[src/rtl/fifo_wr_packer.sv]
// fifo_wr_packer
//   Write-side width-up packer feeding an async FIFO in the wr_clk domain.
//   Narrow beats (valid/ready, with an end-of-packet flag) are packed RATIO
//   at a time into one FIFO word. A packet end flushes a partial word early.
//   Each word carries a last flag and a lane count (number of lanes - 1).
//
// Ports
//   wr_clk, wr_rst_n : write clock, asynchronous active-low reset
//   in_valid/in_ready: input beat handshake
//   in_data, in_last : beat payload and end-of-packet flag
//   fifo_wr_en       : FIFO write strobe; never asserted while fifo_full=1
//   fifo_wr_data     : {last, nlanes_m1, data}; lane 0 is in the LSBs
//   fifo_full        : FIFO full flag, already registered in wr_clk
//   pkt_cnt          : count of last-flagged words written; wraps
module fifo_wr_packer #(
  parameter  int IN_WIDTH  = 4,
  parameter  int RATIO     = 4,
  parameter  int PKT_CNT_W = 16,
  localparam int LW        = $clog2(RATIO),
  localparam int FIFO_DW   = 1 + LW + IN_WIDTH * RATIO
) (
  input  logic                 wr_clk,
  input  logic                 wr_rst_n,
  input  logic                 in_valid,
  output logic                 in_ready,
  input  logic [IN_WIDTH-1:0]  in_data,
  input  logic                 in_last,
  output logic                 fifo_wr_en,
  output logic [FIFO_DW-1:0]   fifo_wr_data,
  input  logic                 fifo_full,
  output logic [PKT_CNT_W-1:0] pkt_cnt
);

  localparam int            AW       = IN_WIDTH * RATIO;
  localparam logic [LW-1:0] LANE_MAX = LW'(RATIO - 1);

  // Drop a beat into its lane slot of the accumulator image.
  function automatic logic [AW-1:0] merge_lane(input logic [AW-1:0]       a,
                                               input logic [LW-1:0]       l,
                                               input logic [IN_WIDTH-1:0] d);
    logic [AW-1:0] r;
    r = a;
    r[int'(l) * IN_WIDTH +: IN_WIDTH] = d;
    return r;
  endfunction

  logic [AW-1:0]      acc;
  logic [LW-1:0]      lane;
  logic [FIFO_DW-1:0] out_reg;
  logic               out_vld;

  logic               drain;
  logic               accept;
  logic               complete;
  logic [AW-1:0]      merged;

  // The holding register drains whenever the FIFO has room; a new beat may
  // enter in the same cycle, so a completed word can be replaced while the
  // old one is being written (full-rate back-to-back words).
  assign drain        = out_vld & ~fifo_full;
  assign in_ready     = ~out_vld | drain;
  assign accept       = in_valid & in_ready;
  assign complete     = accept & ((lane == LANE_MAX) | in_last);
  assign merged       = merge_lane(acc, lane, in_data);
  assign fifo_wr_en   = drain;
  assign fifo_wr_data = out_reg;

  // Accumulate beats; hand a completed word to the output register.
  // acc is cleared on every completion, so lanes above the last filled lane
  // are always zero in a flushed partial word.
  always_ff @(posedge wr_clk or negedge wr_rst_n) begin
    if (!wr_rst_n) begin
      acc     <= '0;
      lane    <= '0;
      out_reg <= '0;
      out_vld <= 1'b0;
      pkt_cnt <= '0;
    end else begin
      if (accept) begin
        if (complete) begin
          out_reg <= {in_last, lane, merged};
          acc     <= '0;
          lane    <= '0;
        end else begin
          acc     <= merged;
          lane    <= lane + LW'(1);
        end
      end

      if (complete)
        out_vld <= 1'b1;
      else if (drain)
        out_vld <= 1'b0;

      if (drain && out_reg[FIFO_DW-1])
        pkt_cnt <= pkt_cnt + PKT_CNT_W'(1);
    end
  end

endmodule

[config.mk]
export PLATFORM = sky130hd
export DESIGN_NAME = fifo_wr_packer
export DESIGN_NICKNAME = d
export VERILOG_FILES = /design/src/rtl/fifo_wr_packer.sv
export SDC_FILE = /design/constraint.sdc
export NUM_CORES = 1
export LEC_CHECK = 0
export ABC_AREA = 1
export CORE_MARGIN = 3
export CORE_UTILIZATION = 45
export CTS_CLUSTER_DIAMETER = 40
export DETAILED_ROUTE_END_ITERATION = 8
export GPL_TIMING_DRIVEN = 0
export PLACE_DENSITY = 0.75
export SLEW_MARGIN = 20
export SYNTH_ARGS = -nofsm -noshare
export SYNTH_HDL_FRONTEND = slang
export SYNTH_SLANG_ARGS = --single-unit
[constraint.sdc]
create_clock -name wr_clk -period 2.1 [get_ports wr_clk]
set_input_delay 0.42 -clock wr_clk [delete_from_list [all_inputs] [get_ports wr_clk]]
set_output_delay 0.42 -clock wr_clk [all_outputs]
set_load 0.02 [all_outputs]
==> results of run 1 <==
## worst reg2reg max path, stage by stage (launching register included)
cell and delay [ns]:
dfrtp_1 0.46, inv_1 0.19, ha_1 0.32, inv_1 0.06, nor2_1 0.17, nand3_1 0.16, o22ai_1 0.20, nand2_1 0.07
o21ai_0 0.08
## layout by cell type, fill, tap and decap left out, types with 9 or more instances in the layout
master | netlist | layout
nand2_1 | 120 | 120
dfrtp_1 | 54 | 54
clkdlybuf4s50_1 | 0 | 43
inv_1 | 35 | 35
nor2_1 | 24 | 24
o21ai_0 | 20 | 20
o22ai_1 | 13 | 13
nand3_1 | 9 | 9
## registers in the layout (all words and copies together), names as in the netlist
name,cells
acc,16
lane,2
fifo_wr_data,19
pkt_cnt,16
out_vld,1
## cell type report
cell class,count,area (um^2),share of cell area
multi-input cells,226,1130,0.342
flip-flops and latches,54,1350,0.409
well taps,72,90.1,0.0273
clock buffers,5,68.8,0.0208
repair buffers,45,450,0.136
clock inverters,3,25.0,0.00758
inverters,37,141,0.0428
plain buffers,5,46.3,0.0140
## cells by family after synthesis
group	Yosys count	share of synthesized area
AO/OA/AOI/OAI	47	0.103
AND/OR/NAND/NOR	165	0.266
buffers and inverters	42	0.0704
flip-flops	54	0.507
XOR/XNOR	8	0.0263
adder cells (fa/ha/maj)	6	0.0281
## power by group
| part | internal, mW | switching, mW | total [mW] |
|---|---|---|---|
| Combinational | 0.296 | 0.437 | 0.733 |
| Clock | 0.242 | 0.369 | 0.610 |
| Sequential | 1.15 | 0.114 | 1.26 |
## per-stage QoR
step / util / instance area, um^2
after floorplan: - / 2670
after global placement: 0.572 / 3210
after detailed placement: 0.572 / 3210
after CTS: 0.588 / 3300
after global routing: 0.589 / 3300
final: 0.589 / 3300
## per-layer routing
| layer | up-vias | track usage | wire (um) |
|---|---|---|---|
| met2 | 52 | 0.310 | 2870 |
| met4 | 0 | 0.0565 | 74 |
| met3 | 9 | 0.0446 | 244 |
| met1 | 1097 | 0.200 | 2410 |
| li1 | 1114 | - | - |
| met5 | - | 0 | 0 |
## final timing paths
check / from / endpoint / slack (ns)
max in group asynchronous: wr_rst_n / fifo_wr_data[8]$_DFFE_PN0P_ / 1.52
worst min-delay path: wr_rst_n / pkt_cnt[7]$_DFFE_PN0P_ / 0.12
worst max-delay path: fifo_full / in_ready / 0.08
worst min register to register: fifo_wr_data[5]$_DFFE_PN0P_ / fifo_wr_data[5]$_DFFE_PN0P_ / 0.49
worst max register to register: lane[0]$_DFFE_PN0P_ / acc[9]$_DFFE_PN0P_ / 0.29
min in group wr_clk: fifo_wr_data[5]$_DFFE_PN0P_ / fifo_wr_data[5]$_DFFE_PN0P_ / 0.49
## what timing repair did
item,in CTS,in global routing
setup buffers,0,0
gates resized for setup,0,1
endpoints found under the hold margin,0,0
hold buffers,0,0
endpoints found under the setup margin,0,1
==> reports/qor.yml, run 1 <==
grt_pass1_wl_um: 9920
ff2ff_path_depth: 8
synth_seq_cells: 54
status: "finished, final reports clean"
cp.depth: 3
path_max_fanout: 3
worstMarginPinSlew_ns: 0.672
core_um2: 5610
setup.worst_path.start_class: "input pin"
yosys.area.top_type: "dfrtp_1"
cts_sinks: 54
setup_tns_ns: 0
fillers: 509
dpl.hpwl_um: 4220
yosysSeqAreaShare: 0.507
layout.cells.non_filler: 447
maxCapViolations: 0
power_density_nw_per_um2: 789
gp_congestion: 0.817
synth_top_area_share: 0.507
synthArstFlopShare: 1.00
netlist_top_cells_count: "nand2_1, dfrtp_1, inv_1, nor2_1, o21ai_0"
drive_above_1_share: 0.0773
dr.first_iter.drc_count: 85
drcViolationCount: 0
slew_headroom: 0.552
synthMostInstantiatedCell: "nand2_1"
vias: 2272
final_nets: 389
clkTransAtPathRegs_ns: 0.11
synth_top_cells_by_area: "dfrtp_1, nand2_1, inv_1"
critPathRequiredTime_ns: 1.68
setup_slack_ns: 0.0825
start_util: 0.476
grt_usage: 0.173
p_total_mw: 2.61
ys_types: 27
synth_warnings: 0
syn_area_um2: 2670
dieArea_um2: 6890
antenna_found_initial: 0
slew_violations: 0
diodes: 0
timing.hold.ws_ns: 0.123
endpoint_kind: "output pin"
numCtsBuffers: 5
first_global_vias: 2324
crit_path_max_incr_delay_ns: 0.61
insertion_delay_ns: 0.32
crit_slowest_cell: "clkdlybuf4s50_1"
worstHoldPathType: "in -> async"
drt-total-wl_um: 5600
synth_nets: 337
synth_edf_count: 0
fin_crit_sh: 0.961
vdd_drop_max_mv: 0.601
rows: 27
overflow: 0
arrival_ns: 1.60
cts_tree: "done"
hold_viol: 0
clk_path_buf_depth: 2
cp_common_cell: "clkdlybuf4s50_1"
portBuffers: 45
setup_viol_count_final: 0
crit_chain: "clkdlybuf4s50_1, nand2_2, clkdlybuf4s50_1"
placed_cells: 439
crit_family: "buffers and inverters"
p_leak_nw: 1.57
path_buf_inv: 2
first_pass_iters: 4
pin_count: 46
avgSynthCellArea_um2: 8.28
layout_min_cycle_time_ns: 2.02
areaGrowthSynthToFinish_pct: 23.8
synth_ff_type: "dfrtp_1"
rsz0062_at_grt: "no"
die_w_um: 83.0
cts-root-buf: "clkbuf_8"
wl_per_cell_um: 12.5
fmaxAchievable_mhz: 496
fin_skew_ns: 0.0108
worstSetupPathType: "in -> out"
viasPerCell: 5.08
grt_max_degree: 55
synth_cells: 322
place_worst_setup_slack_ns: 0.0425
htree_levels: 2
ant_nets: 0
die_h_um: 83.0
(Power assumes the default switching activity.)
==> run 2: changes to the inputs <==
--- a/config.mk
+++ b/config.mk
@@ -9,6 +9,7 @@
 export CORE_MARGIN = 3
 export CORE_UTILIZATION = 45
 export CTS_CLUSTER_DIAMETER = 40
+export CTS_CLUSTER_SIZE = 28
 export DETAILED_ROUTE_END_ITERATION = 8
 export GPL_TIMING_DRIVEN = 0
 export PLACE_DENSITY = 0.75
==> results of run 2 <==
Final layout, timing and power as in run 1 (identical DEF).
==> run 3: changes to the inputs <==
--- a/config.mk
+++ b/config.mk
@@ -12,7 +12,7 @@
 export CTS_CLUSTER_SIZE = 28
 export DETAILED_ROUTE_END_ITERATION = 8
 export GPL_TIMING_DRIVEN = 0
-export PLACE_DENSITY = 0.75
+export PLACE_DENSITY = 0.77
 export SLEW_MARGIN = 20
 export SYNTH_ARGS = -nofsm -noshare
 export SYNTH_HDL_FRONTEND = slang
==> constraint.sdc (replaced) <==
create_clock -name wr_clk -period 1.85 [get_ports wr_clk]
set_input_delay 0.37 -clock wr_clk [delete_from_list [all_inputs] [get_ports wr_clk]]
set_output_delay 0.37 -clock wr_clk [all_outputs]
set_load 0.02 [all_outputs]
==> run 3 against run 2 <==
Against the previous run: total power is 20% higher; clock skew shrank 0.0057 ns; combinational power up 21%; cell count grew 1.1%; via count down 0.88%; first-iteration DRC count down 5.9%; setup slack lost 0.015 ns; final area increased by 2.9%; non-clock buffer count grew 5; sequential share of layout area fell by 1.1 points; global-route usage fell by 0.10 points; largest cell class unchanged.
==> reports/qor.yml, run 3 (synthesis results as in run 1) <==
status: "finished, final reports clean"  # unchanged
layout_min_cycle_time_ns: 1.78
worstMarginPinSlew_ns: 0.673  # was 0.672 ns
r2r_start: "lane[0]$_DFFE_PN0P_"  # unchanged
p_int_mw: 2.07  # was 1.69 mW
comb_power_share: 0.284  # was 0.281
hold_viol: 0  # unchanged
first_pass_iters: 4  # unchanged
rows: 27  # unchanged
antenna_found_initial: 0  # unchanged
ant_nets: 0  # unchanged
overflow: 0  # unchanged
slew_violations: 0  # unchanged
die_h_um: 83.0  # unchanged
setup_viol_count_final: 0  # unchanged
crit_chain: "clkdlybuf4s50_1"  # was clkdlybuf4s50_1, nand2_2, clkdlybuf4s50_1
crit_slowest_cell: "clkdlybuf4s50_1"  # unchanged
gp_congestion: 0.827  # was 0.817
vias: 2252  # was 2272
drcViolationCount: 0  # unchanged
hold_buffers: 0  # unchanged
crit_family: "buffers and inverters"  # unchanged
mostFrequentLayoutCell: "nand2_1"  # unchanged
dpl.hpwl_um: 4170  # was 4220 um
p_switching_mw: 1.05  # was 0.919 mW
place_worst_setup_slack_ns: -0.104  # was 0.0425 ns
power_density_nw_per_um2: 920  # was 789 nW/um^2
fin_skew_ns: 0.00517  # was 0.0108 ns
clkTransAtPathRegs_ns: 0.10  # was 0.11 ns
drive_above_1_share: 0.113  # was 0.0773
path_buf_inv: 1  # was 2
setup.worst_path.start_class: "flip-flop"  # was input pin
fin_crit_sh: 0.964
arrival_ns: 1.41  # was 1.60 ns
htree_levels: 2  # unchanged
portBuffers: 45  # unchanged
regArea_um2: 1350  # about the same
diodes: 0  # unchanged
numCtsBuffers: 5  # unchanged
cts_tree: "done"  # unchanged
p_leak_nw: 1.59  # was 1.57 nW
clkPwrFrac: 0.254  # was 0.234
insertion_delay_ns: 0.31  # was 0.32 ns
path_max_fanout: 6  # was 3
final_cell_mix: "nand2_1, dfrtp_1, clkdlybuf4s50_1"  # unchanged
pin_count: 46  # unchanged
cp-startpoint: "pkt_cnt[2]$_DFFE_PN0P_"  # was fifo_full
dr.first_iter.drc_count: 80  # was 85
p_total_mw: 3.13  # was 2.61 mW
p_seq_frac: 0.461  # was 0.485
crit_path_max_incr_delay_ns: 0.64  # was 0.61 ns
wl_per_cell_um: 12.6  # was 12.5 um
p_sw_frac: 0.336  # was 0.353
cts_sinks: 54  # unchanged
start_util: 0.476  # unchanged
grt_max_degree: 55  # unchanged
worstHoldPathType: "in -> async"  # unchanged
areaGrowthSynthToFinish_pct: 27.4  # was 23.8%
critPathRequiredTime_ns: 1.48  # was 1.68 ns
setup_slack_ns: 0.0673  # was 0.0825 ns
grt_pass1_wl_um: 9930  # was 9920 um
vdd_drop_max_mv: 0.592  # was 0.601 mV
clk_path_buf_depth: 2  # unchanged
die_w_um: 83.0  # unchanged
slew_headroom: 0.551  # was 0.552
maxCapViolations: 0  # unchanged
grt_usage: 0.172  # was 0.173
fmaxAchievable_mhz: 561
drt-total-wl_um: 5700  # was 5600 um
final_nets: 394  # was 389
fillers: 506  # was 509
first_global_vias: 2281  # was 2324
viasPerCell: 4.98  # was 5.08
multi_input_area_um2: 1170  # was 1130 um^2
endpoint_kind: "output pin"  # unchanged
cts-root-buf: "clkbuf_8"  # unchanged
core_um2: 5610  # unchanged
largest_reg_flops: 19  # unchanged
dieArea_um2: 6890  # unchanged
worstSetupPathType: "reg -> out"  # was in -> out
-- run 3: final timing paths --
kind	endpoint	slack (ns)	depth (start not counted)
max in group asynchronous	lane[0]$_DFFE_PN0P_	1.29	1
min reg2reg	fifo_wr_data[9]$_DFFE_PN0P_	0.49	2
min	pkt_cnt[13]$_DFFE_PN0P_	0.08	1
max reg2reg	acc[13]$_DFFE_PN0P_	0.11	8
min in group wr_clk	fifo_wr_data[9]$_DFFE_PN0P_	0.49	2
max	pkt_cnt[2]	0.07	1
-- run 3: through the flow --
| stage | area (um^2) | utilization | hold WS, ns | setup TNS, ns | instances |
|---|---|---|---|---|---|
| finish | 3400 | 0.606 | 0.0795 | 0 | 452 |
| global route | 3400 | 0.606 | 0.135 | -0.0176 | 452 |
| CTS | 3320 | 0.591 | 0.114 | 0 | 447 |
| detailed placement | 3210 | 0.572 | 0.457 | -0.185 | 439 |
| global placement | 3210 | 0.572 | 0.466 | -64.54 | 439 |
| floorplan | 2670 | - | 0.0744 | 0 | 322 |
-- run 3: cell type report --
class,count,area share
clock inverter,3,0.0133
multi-input combinational,226,0.344
clock buffer,5,0.0203
timing repair buffer,50,0.142
buffer,5,0.0136
inverter,37,0.0427
tap,72,0.0265
sequential,54,0.398
-- run 3: what timing repair did --
item                                    4_1_cts  5_1_grt
hold endpoints to repair                      0        0
resized for setup                             2        9
endpoints found under the setup margin        2       27
buffers inserted                              0        5
-- run 3: metal layers --
layer / up-vias / share of wire / wire length (um) / track usage
li1: 1125 / - / - / -
met1: 1060 / 0.43 / 2460 / 0.213
met2: 55 / 0.50 / 2880 / 0.289
met3: 12 / 0.044 / 249 / 0.0387
met4: 0 / 0.021 / 118 / 0.0713
met5: - / 0 / 0 / 0
-- run 3: power by group through the flow --
| stage | Clock, mW | Combinational (mW) | Sequential (mW) |
|---|---|---|---|
| after global routing | 0.863 | 0.978 | 1.46 |
| final | 0.795 | 0.888 | 1.44 |
| after floorplan | 0 | 0.380 | 1.55 |
| after global placement | 0 | 0.824 | 1.45 |
| after detailed placement | 0 | 0.839 | 1.46 |
| after CTS | 0.822 | 0.839 | 1.44 |
